**config.mk**
```make
export PLATFORM = sky130hd
export DESIGN_NAME = mem_line_arbiter
export DESIGN_NICKNAME = d
export VERILOG_FILES = /design/src/rtl/mem_line_arb_pkg.sv /design/src/rtl/mem_line_arb_grant.sv /design/src/rtl/mem_line_arbiter.sv
export SDC_FILE = /design/constraint.sdc
export NUM_CORES = 1
export LEC_CHECK = 0
export ABC_CLOCK_PERIOD_IN_PS = 1500
export CORE_AREA = 4 4 300 302
export CTS_BUF_LIST = sky130_fd_sc_hd__clkbuf_4 sky130_fd_sc_hd__clkbuf_8
export DETAILED_ROUTE_END_ITERATION = 10
export DIE_AREA = 0 0 304 306
export DONT_BUFFER_PORTS = 1
export PLACE_DENSITY_LB_ADDON = 0.05
export SLEW_MARGIN = 20
export SYNTH_ARGS = -nofsm -noshare
export SYNTH_HDL_FRONTEND = slang
export SYNTH_SLANG_ARGS = --single-unit
```
**constraint.sdc**
```tcl
create_clock -name clk -period 1.5 [get_ports clk]
set_input_delay 0.3 -clock clk [delete_from_list [all_inputs] [get_ports clk]]
set_output_delay 0.3 -clock clk [all_outputs]
set_load 0.05 [all_outputs]
```
**src/rtl/mem_line_arb_pkg.sv**
```systemverilog
// mem_line_arb_pkg -- shared types and constants for the memory line arbiter.
//   state_t    : transaction FSM states (IDLE -> WAIT -> RESP -> IDLE)
//   req_id_t   : requester identity (I-cache / D-cache)
//   GNT_IC/DC  : bit positions inside the one-hot grant vector
//   LINE_BYTES : bytes per cache line; LINE_W : line width in bits
package mem_line_arb_pkg;

  localparam int LINE_BYTES = 16;
  localparam int LINE_W     = 128;
  localparam int LINE_OFF_W = $clog2(LINE_BYTES);

  localparam int GNT_IC = 0;
  localparam int GNT_DC = 1;

  typedef enum logic [1:0] {
    ST_IDLE = 2'd0,
    ST_WAIT = 2'd1,
    ST_RESP = 2'd2
  } state_t;

  typedef enum logic {
    REQ_IC = 1'b0,
    REQ_DC = 1'b1
  } req_id_t;

endpackage

```
**src/rtl/mem_line_arb_grant.sv**
```systemverilog
// mem_line_arb_grant -- combinational grant selection between I-cache and D-cache.
//   ic_valid   : I-cache request pending
//   dc_valid   : D-cache request pending
//   last_grant : requester granted most recently (ties go to the other one)
//   grant      : one-hot grant, bit GNT_IC / GNT_DC; zero when nobody requests
module mem_line_arb_grant
  import mem_line_arb_pkg::*;
(
  input  logic       ic_valid,
  input  logic       dc_valid,
  input  req_id_t    last_grant,
  output logic [1:0] grant
);

  always_comb begin
    grant = 2'b00;
    if (ic_valid && dc_valid) begin
      if (last_grant == REQ_IC) begin
        grant[GNT_DC] = 1'b1;
      end else begin
        grant[GNT_IC] = 1'b1;
      end
    end else if (dc_valid) begin
      grant[GNT_DC] = 1'b1;
    end else if (ic_valid) begin
      grant[GNT_IC] = 1'b1;
    end
  end

endmodule

```
**src/rtl/mem_line_arbiter.sv**
```systemverilog
// mem_line_arbiter -- shares one line RAM between an I-cache and a D-cache,
// one line transaction in flight at a time.
//   Parameters : MEM_LATENCY (edges from accept to response, >= 1), ADDR_W
//   clk, rst_n : rising-edge clock, asynchronous active-low reset
//   ic_req_*   : I-cache line-read request / ready
//   ic_resp_*  : I-cache response pulse and line data
//   dc_req_*   : D-cache request (we=1 write-back, we=0 refill) / ready
//   dc_resp_*  : D-cache response pulse (read data or write ack) and line data
//   mem_*      : line-RAM interface (combinational read data in mem_rdata)
// Optional feature: define MEM_LINE_ARB_RR_EN for round-robin tie-breaking;
// without it the D-cache always wins a tie.
module mem_line_arbiter
  import mem_line_arb_pkg::*;
#(
  parameter int MEM_LATENCY = 2,
  parameter int ADDR_W      = 32
) (
  input  logic              clk,
  input  logic              rst_n,
  input  logic              ic_req_valid,
  input  logic [ADDR_W-1:0] ic_req_addr,
  output logic              ic_req_ready,
  output logic              ic_resp_valid,
  output logic [LINE_W-1:0] ic_resp_data,
  input  logic              dc_req_valid,
  input  logic              dc_req_we,
  input  logic [ADDR_W-1:0] dc_req_addr,
  input  logic [LINE_W-1:0] dc_req_wdata,
  output logic              dc_req_ready,
  output logic              dc_resp_valid,
  output logic [LINE_W-1:0] dc_resp_data,
  output logic              mem_we,
  output logic [ADDR_W-1:0] mem_read_addr,
  output logic [ADDR_W-1:0] mem_write_addr,
  output logic [LINE_W-1:0] mem_wdata,
  input  logic [LINE_W-1:0] mem_rdata
);

  localparam int CNT_W = (MEM_LATENCY > 1) ? $clog2(MEM_LATENCY) : 1;

  if (MEM_LATENCY < 1) begin : g_bad_latency
    $error("mem_line_arbiter: MEM_LATENCY must be at least 1");
  end

  state_t              state_reg,  state_next;
  logic [CNT_W-1:0]    count_reg,  count_next;
  logic [ADDR_W-1:0]   addr_reg,   addr_next;
  logic                we_reg,     we_next;
  logic [LINE_W-1:0]   wdata_reg,  wdata_next;
  req_id_t             owner_reg,  owner_next;
  logic [LINE_W-1:0]   rdata_reg,  rdata_next;

  logic [1:0] grant;
  req_id_t    last_grant;
  logic       ic_accept;
  logic       dc_accept;
  logic       mem_done;

  // Line offset bits are dropped by design; keep them visibly consumed.
  logic unused_offset_bits;
  assign unused_offset_bits = ^{ic_req_addr[LINE_OFF_W-1:0], dc_req_addr[LINE_OFF_W-1:0]};

  mem_line_arb_grant u_grant (
    .ic_valid   (ic_req_valid),
    .dc_valid   (dc_req_valid),
    .last_grant (last_grant),
    .grant      (grant)
  );

  // Ready is gated by rst_n so nothing is offered while reset is held.
  assign ic_req_ready = rst_n && (state_reg == ST_IDLE) && grant[GNT_IC];
  assign dc_req_ready = rst_n && (state_reg == ST_IDLE) && grant[GNT_DC];
  assign ic_accept    = ic_req_valid && ic_req_ready;
  assign dc_accept    = dc_req_valid && dc_req_ready;

`ifdef MEM_LINE_ARB_RR_EN
  req_id_t last_grant_reg;

  always_ff @(posedge clk or negedge rst_n) begin
    if (!rst_n) begin
      last_grant_reg <= REQ_IC;
    end else if (ic_accept || dc_accept) begin
      last_grant_reg <= dc_accept ? REQ_DC : REQ_IC;
    end
  end

  assign last_grant = last_grant_reg;
`else
  // Pretending the I-cache was granted last makes every tie go to the D-cache.
  assign last_grant = REQ_IC;
`endif

  // The RAM operation happens in the final WAIT cycle (counter at zero).
  assign mem_done = (state_reg == ST_WAIT) && (count_reg == '0);

  always_ff @(posedge clk or negedge rst_n) begin
    if (!rst_n) begin
      state_reg <= ST_IDLE;
      count_reg <= '0;
      addr_reg  <= '0;
      we_reg    <= 1'b0;
      wdata_reg <= '0;
      owner_reg <= REQ_IC;
      rdata_reg <= '0;
    end else begin
      state_reg <= state_next;
      count_reg <= count_next;
      addr_reg  <= addr_next;
      we_reg    <= we_next;
      wdata_reg <= wdata_next;
      owner_reg <= owner_next;
      rdata_reg <= rdata_next;
    end
  end

  always_comb begin
    state_next = state_reg;
    count_next = count_reg;
    addr_next  = addr_reg;
    we_next    = we_reg;
    wdata_next = wdata_reg;
    owner_next = owner_reg;
    rdata_next = rdata_reg;
    case (state_reg)
      ST_IDLE: begin
        if (dc_accept) begin
          state_next = ST_WAIT;
          count_next = CNT_W'(MEM_LATENCY - 1);
          addr_next  = {dc_req_addr[ADDR_W-1:LINE_OFF_W], LINE_OFF_W'(0)};
          we_next    = dc_req_we;
          wdata_next = dc_req_wdata;
          owner_next = REQ_DC;
        end else if (ic_accept) begin
          state_next = ST_WAIT;
          count_next = CNT_W'(MEM_LATENCY - 1);
          addr_next  = {ic_req_addr[ADDR_W-1:LINE_OFF_W], LINE_OFF_W'(0)};
          we_next    = 1'b0;
          wdata_next = '0;
          owner_next = REQ_IC;
        end
      end
      ST_WAIT: begin
        if (count_reg == '0) begin
          state_next = ST_RESP;
          if (!we_reg) begin
            rdata_next = mem_rdata;
          end
        end else begin
          count_next = count_reg - CNT_W'(1);
        end
      end
      ST_RESP: begin
        state_next = ST_IDLE;
      end
      default: begin
        state_next = ST_IDLE;
      end
    endcase
  end

  assign mem_we         = mem_done && we_reg;
  assign mem_read_addr  = addr_reg;
  assign mem_write_addr = addr_reg;
  assign mem_wdata      = wdata_reg;

  assign ic_resp_valid  = (state_reg == ST_RESP) && (owner_reg == REQ_IC);
  assign dc_resp_valid  = (state_reg == ST_RESP) && (owner_reg == REQ_DC);
  assign ic_resp_data   = rdata_reg;
  assign dc_resp_data   = rdata_reg;

endmodule

```
==> metrics <==
status finished with violations; failing checks negative hold slack, negative setup slack; Crit-path slowest cell dfrtp_1; GPL Wtd Cong around 0.76; die height between 300 and 400 µm; Remaining Overflow, GRT 0; CP Class flop to primary output; vias in the first global route around 10000; CTS sink count around 290; drt first pass iters 4; synthesized instance count approximately 840; setup slack, reg-to-reg -0.42 ns; min cycle time layout roughly 2.2 ns; # DRC 0; initial antenna violation count 4; final setup fails between 700 and 800; Arrival @ worst endpoint approximately 1.9 ns; Final Max Tran Viols 0; Hold-fix buffers, CTS ~310; die area a little over 90000 µm²; Worst-Margin Slew 0.772 ns; Ports slightly below 800; Setup crit end kind primary output; hold_ws -0.660 ns; DPL Wire Length approximately 34000 µm; most frequent CP cell buf_6; CTS Root Buffer Type clkbuf_8; number of synthesized register bits between 200 and 300; first-pass GRT wire length about 74000 µm; clock slew at reported path FFs 0.06 ns; layout cell share with drive strength beyond 1 between 40% and 50%; required time worst endpoint around 1.2 ns; endpoints failing hold approximately 290; Clock Latency Late Sink 0.66 ns; Sequential Area between 7000 and 8000 µm²; core area about 88000 µm²; Die Width around 300 µm; FMAX around 460 MHz; total CTS buffers between 50 and 60; Worst slew margin ~49%; final core occ between 20% and 30%; CP max stage delay 0.39 ns; Final Cell Area ~21000 µm²; count of cell types in the netlist 26; final worst-path cycle share 145%; synthesized area per cell around 14 µm²; largest net degree at the start of global routing between 200 and 300; register area share after synthesis about three fifths; Routed Antenna Nets 0; max cap viols 0; H-tree depth 2; crit path cell chain buf_6, nor3b_4, buf_6, nand2_4, nor2_4, buf_12; Setup Skew between 0.01 and 0.015 ns; Buffers on Ports 0; CTS tree yes; RSZ-0062 raised after global routing yes; Area growth, synth to finish 72.5%; maximum fanout along the worst path 2; setup ws final -0.668 ns; Netlist Area Pre-Place about 12000 µm²; Row Count 109; Initial Util 13.8%; routed vias around 8900; clock tree buffer depth 3; Worst setup SP type flop; area of the multi-input gates 3400 µm²; nets between 1500 and 2000; Post-DP Area 14600 µm²; Total Routed Length 51800 µm; worst min path class primary input to asynchronous set/reset pin; drt initial violations roughly 390; Total GRT Usage about a tenth; DR vias/cell approximately 3.6; number of fill cells around 9200; YS warnings 0; DR WL/cell a little over 20 µm
per-layer routing:
metal / wire, µm / vias to the layer above / global-route usage, % / share of wire [%]
met5: 0 / - / 0 / 0
met4: 2190 / 0 / 4.78 / 4.2
met3: 3950 / 99 / 3.62 / 7.6
met2: 27400 / 494 / 19.6 / 53
met1: 18300 / 4478 / 10.9 / 35
li1: - / 3846 / - / -
synth_stat cells:
library cell	n	area, µm²
dfrtp_1	289	7230
buf_4	176	1320
a22o_1	129	1130
mux2_2	128	1440
o32a_1	28	280
o221a_2	27	304
buf_2	25	125
clkbuf_1	15	56.3
nand2_1	5	18.8
buf_6	3	33.8
buf_1	2	7.51
nand2b_1	2	12.5
nor2_1	2	7.51
a21o_1	1	7.51
and2_1	1	6.26
and3b_1	1	8.76
conb_1	1	3.75
inv_1	1	3.75
inv_2	1	3.75
nor3_1	1	5.00
nor3b_1	1	7.51
nor3b_2	1	12.5
o21ai_0	1	5.00
o221a_1	1	11.3
or2_2	1	6.26
or3b_1	1	8.76
cell families after synthesis:
| group | Yosys count | share of synthesized area (%) |
|---|---|---|
| mux | 128 | 12.0 |
| buf+inv | 223 | 12.9 |
| other cells | 1 | 0.0311 |
| simple gates | 16 | 0.778 |
| flops | 289 | 60.0 |
| compound gates | 187 | 14.4 |
worst max-delay path: cells and delay by family, from the launching register on:
kind | cells | cell delay (ns)
AND/OR/NAND/NOR | 3 | 0.41
buffers and inverters | 3 | 0.42
flip-flops | 1 | 0.39
final cells by class:
class | instances | area share (%)
repair buffers | 599 | 35.5
flip-flops and latches | 289 | 34.8
multi-input cells | 340 | 16.3
well taps | 1165 | 7.01
clock buffers | 95 | 5.68
clock inverters | 9 | 0.481
inverters | 2 | 0.0481
diodes | 4 | 0.0481
cell usage in the layout, fill, tap and decap left out, types with 3 or more instances in the layout:
cell type,instances
dlygate4sd3_1,313
dfrtp_1,275
a22o_1,129
mux2_2,128
buf_12,124
buf_4,123
clkbuf_8,75
o32a_1,28
o221a_2,27
clkbuf_4,20
buf_16,18
dfrtp_2,14
buf_6,13
conb_1,8
clkinv_2,5
diode_2,4
clkbuf_16,4
bufbuf_16,3
worst paths after layout:
path / from / to / cells after the start
min in group clk: ic_req_valid / owner_reg$_DFFE_PN0P_ / 4
max reg2reg: state_reg[0]$_DFFE_PN0P_ / mem_wdata[122]$_DFFE_PN0P_ / 9
min: rst_n / mem_wdata[112]$_DFFE_PN0P_ / 0
max: state_reg[0]$_DFFE_PN0P_ / ic_req_ready / 6
max in group asynchronous: rst_n / dc_resp_data[73]$_DFFE_PN0P_ / 0
min reg2reg: dc_resp_data[29]$_DFFE_PN0P_ / dc_resp_data[29]$_DFFE_PN0P_ / 1
metrics by stage:
stage | setup TNS (ns) | setup slack [ns] | cells
floorplan | -2.38 | -0.289 | 851
global placement | -51.94 | -0.246 | 1997
detailed placement | -56.47 | -0.267 | 1997
CTS | -181.74 | -0.809 | 2484
global route | -184.66 | -0.816 | 2501
finish | -109.45 | -0.668 | 2503
repair_timing:
item                       CTS  global route
pin swaps                    7             4
setup buffers               50            11
setup endpoints to repair  731           733
gates resized for setup    151             8
gates cloned                20             5
hold endpoints to repair   575           290
Power is not shown: default switching activity piles up to over one toggle a cycle in this logic, so the estimate is an artifact.
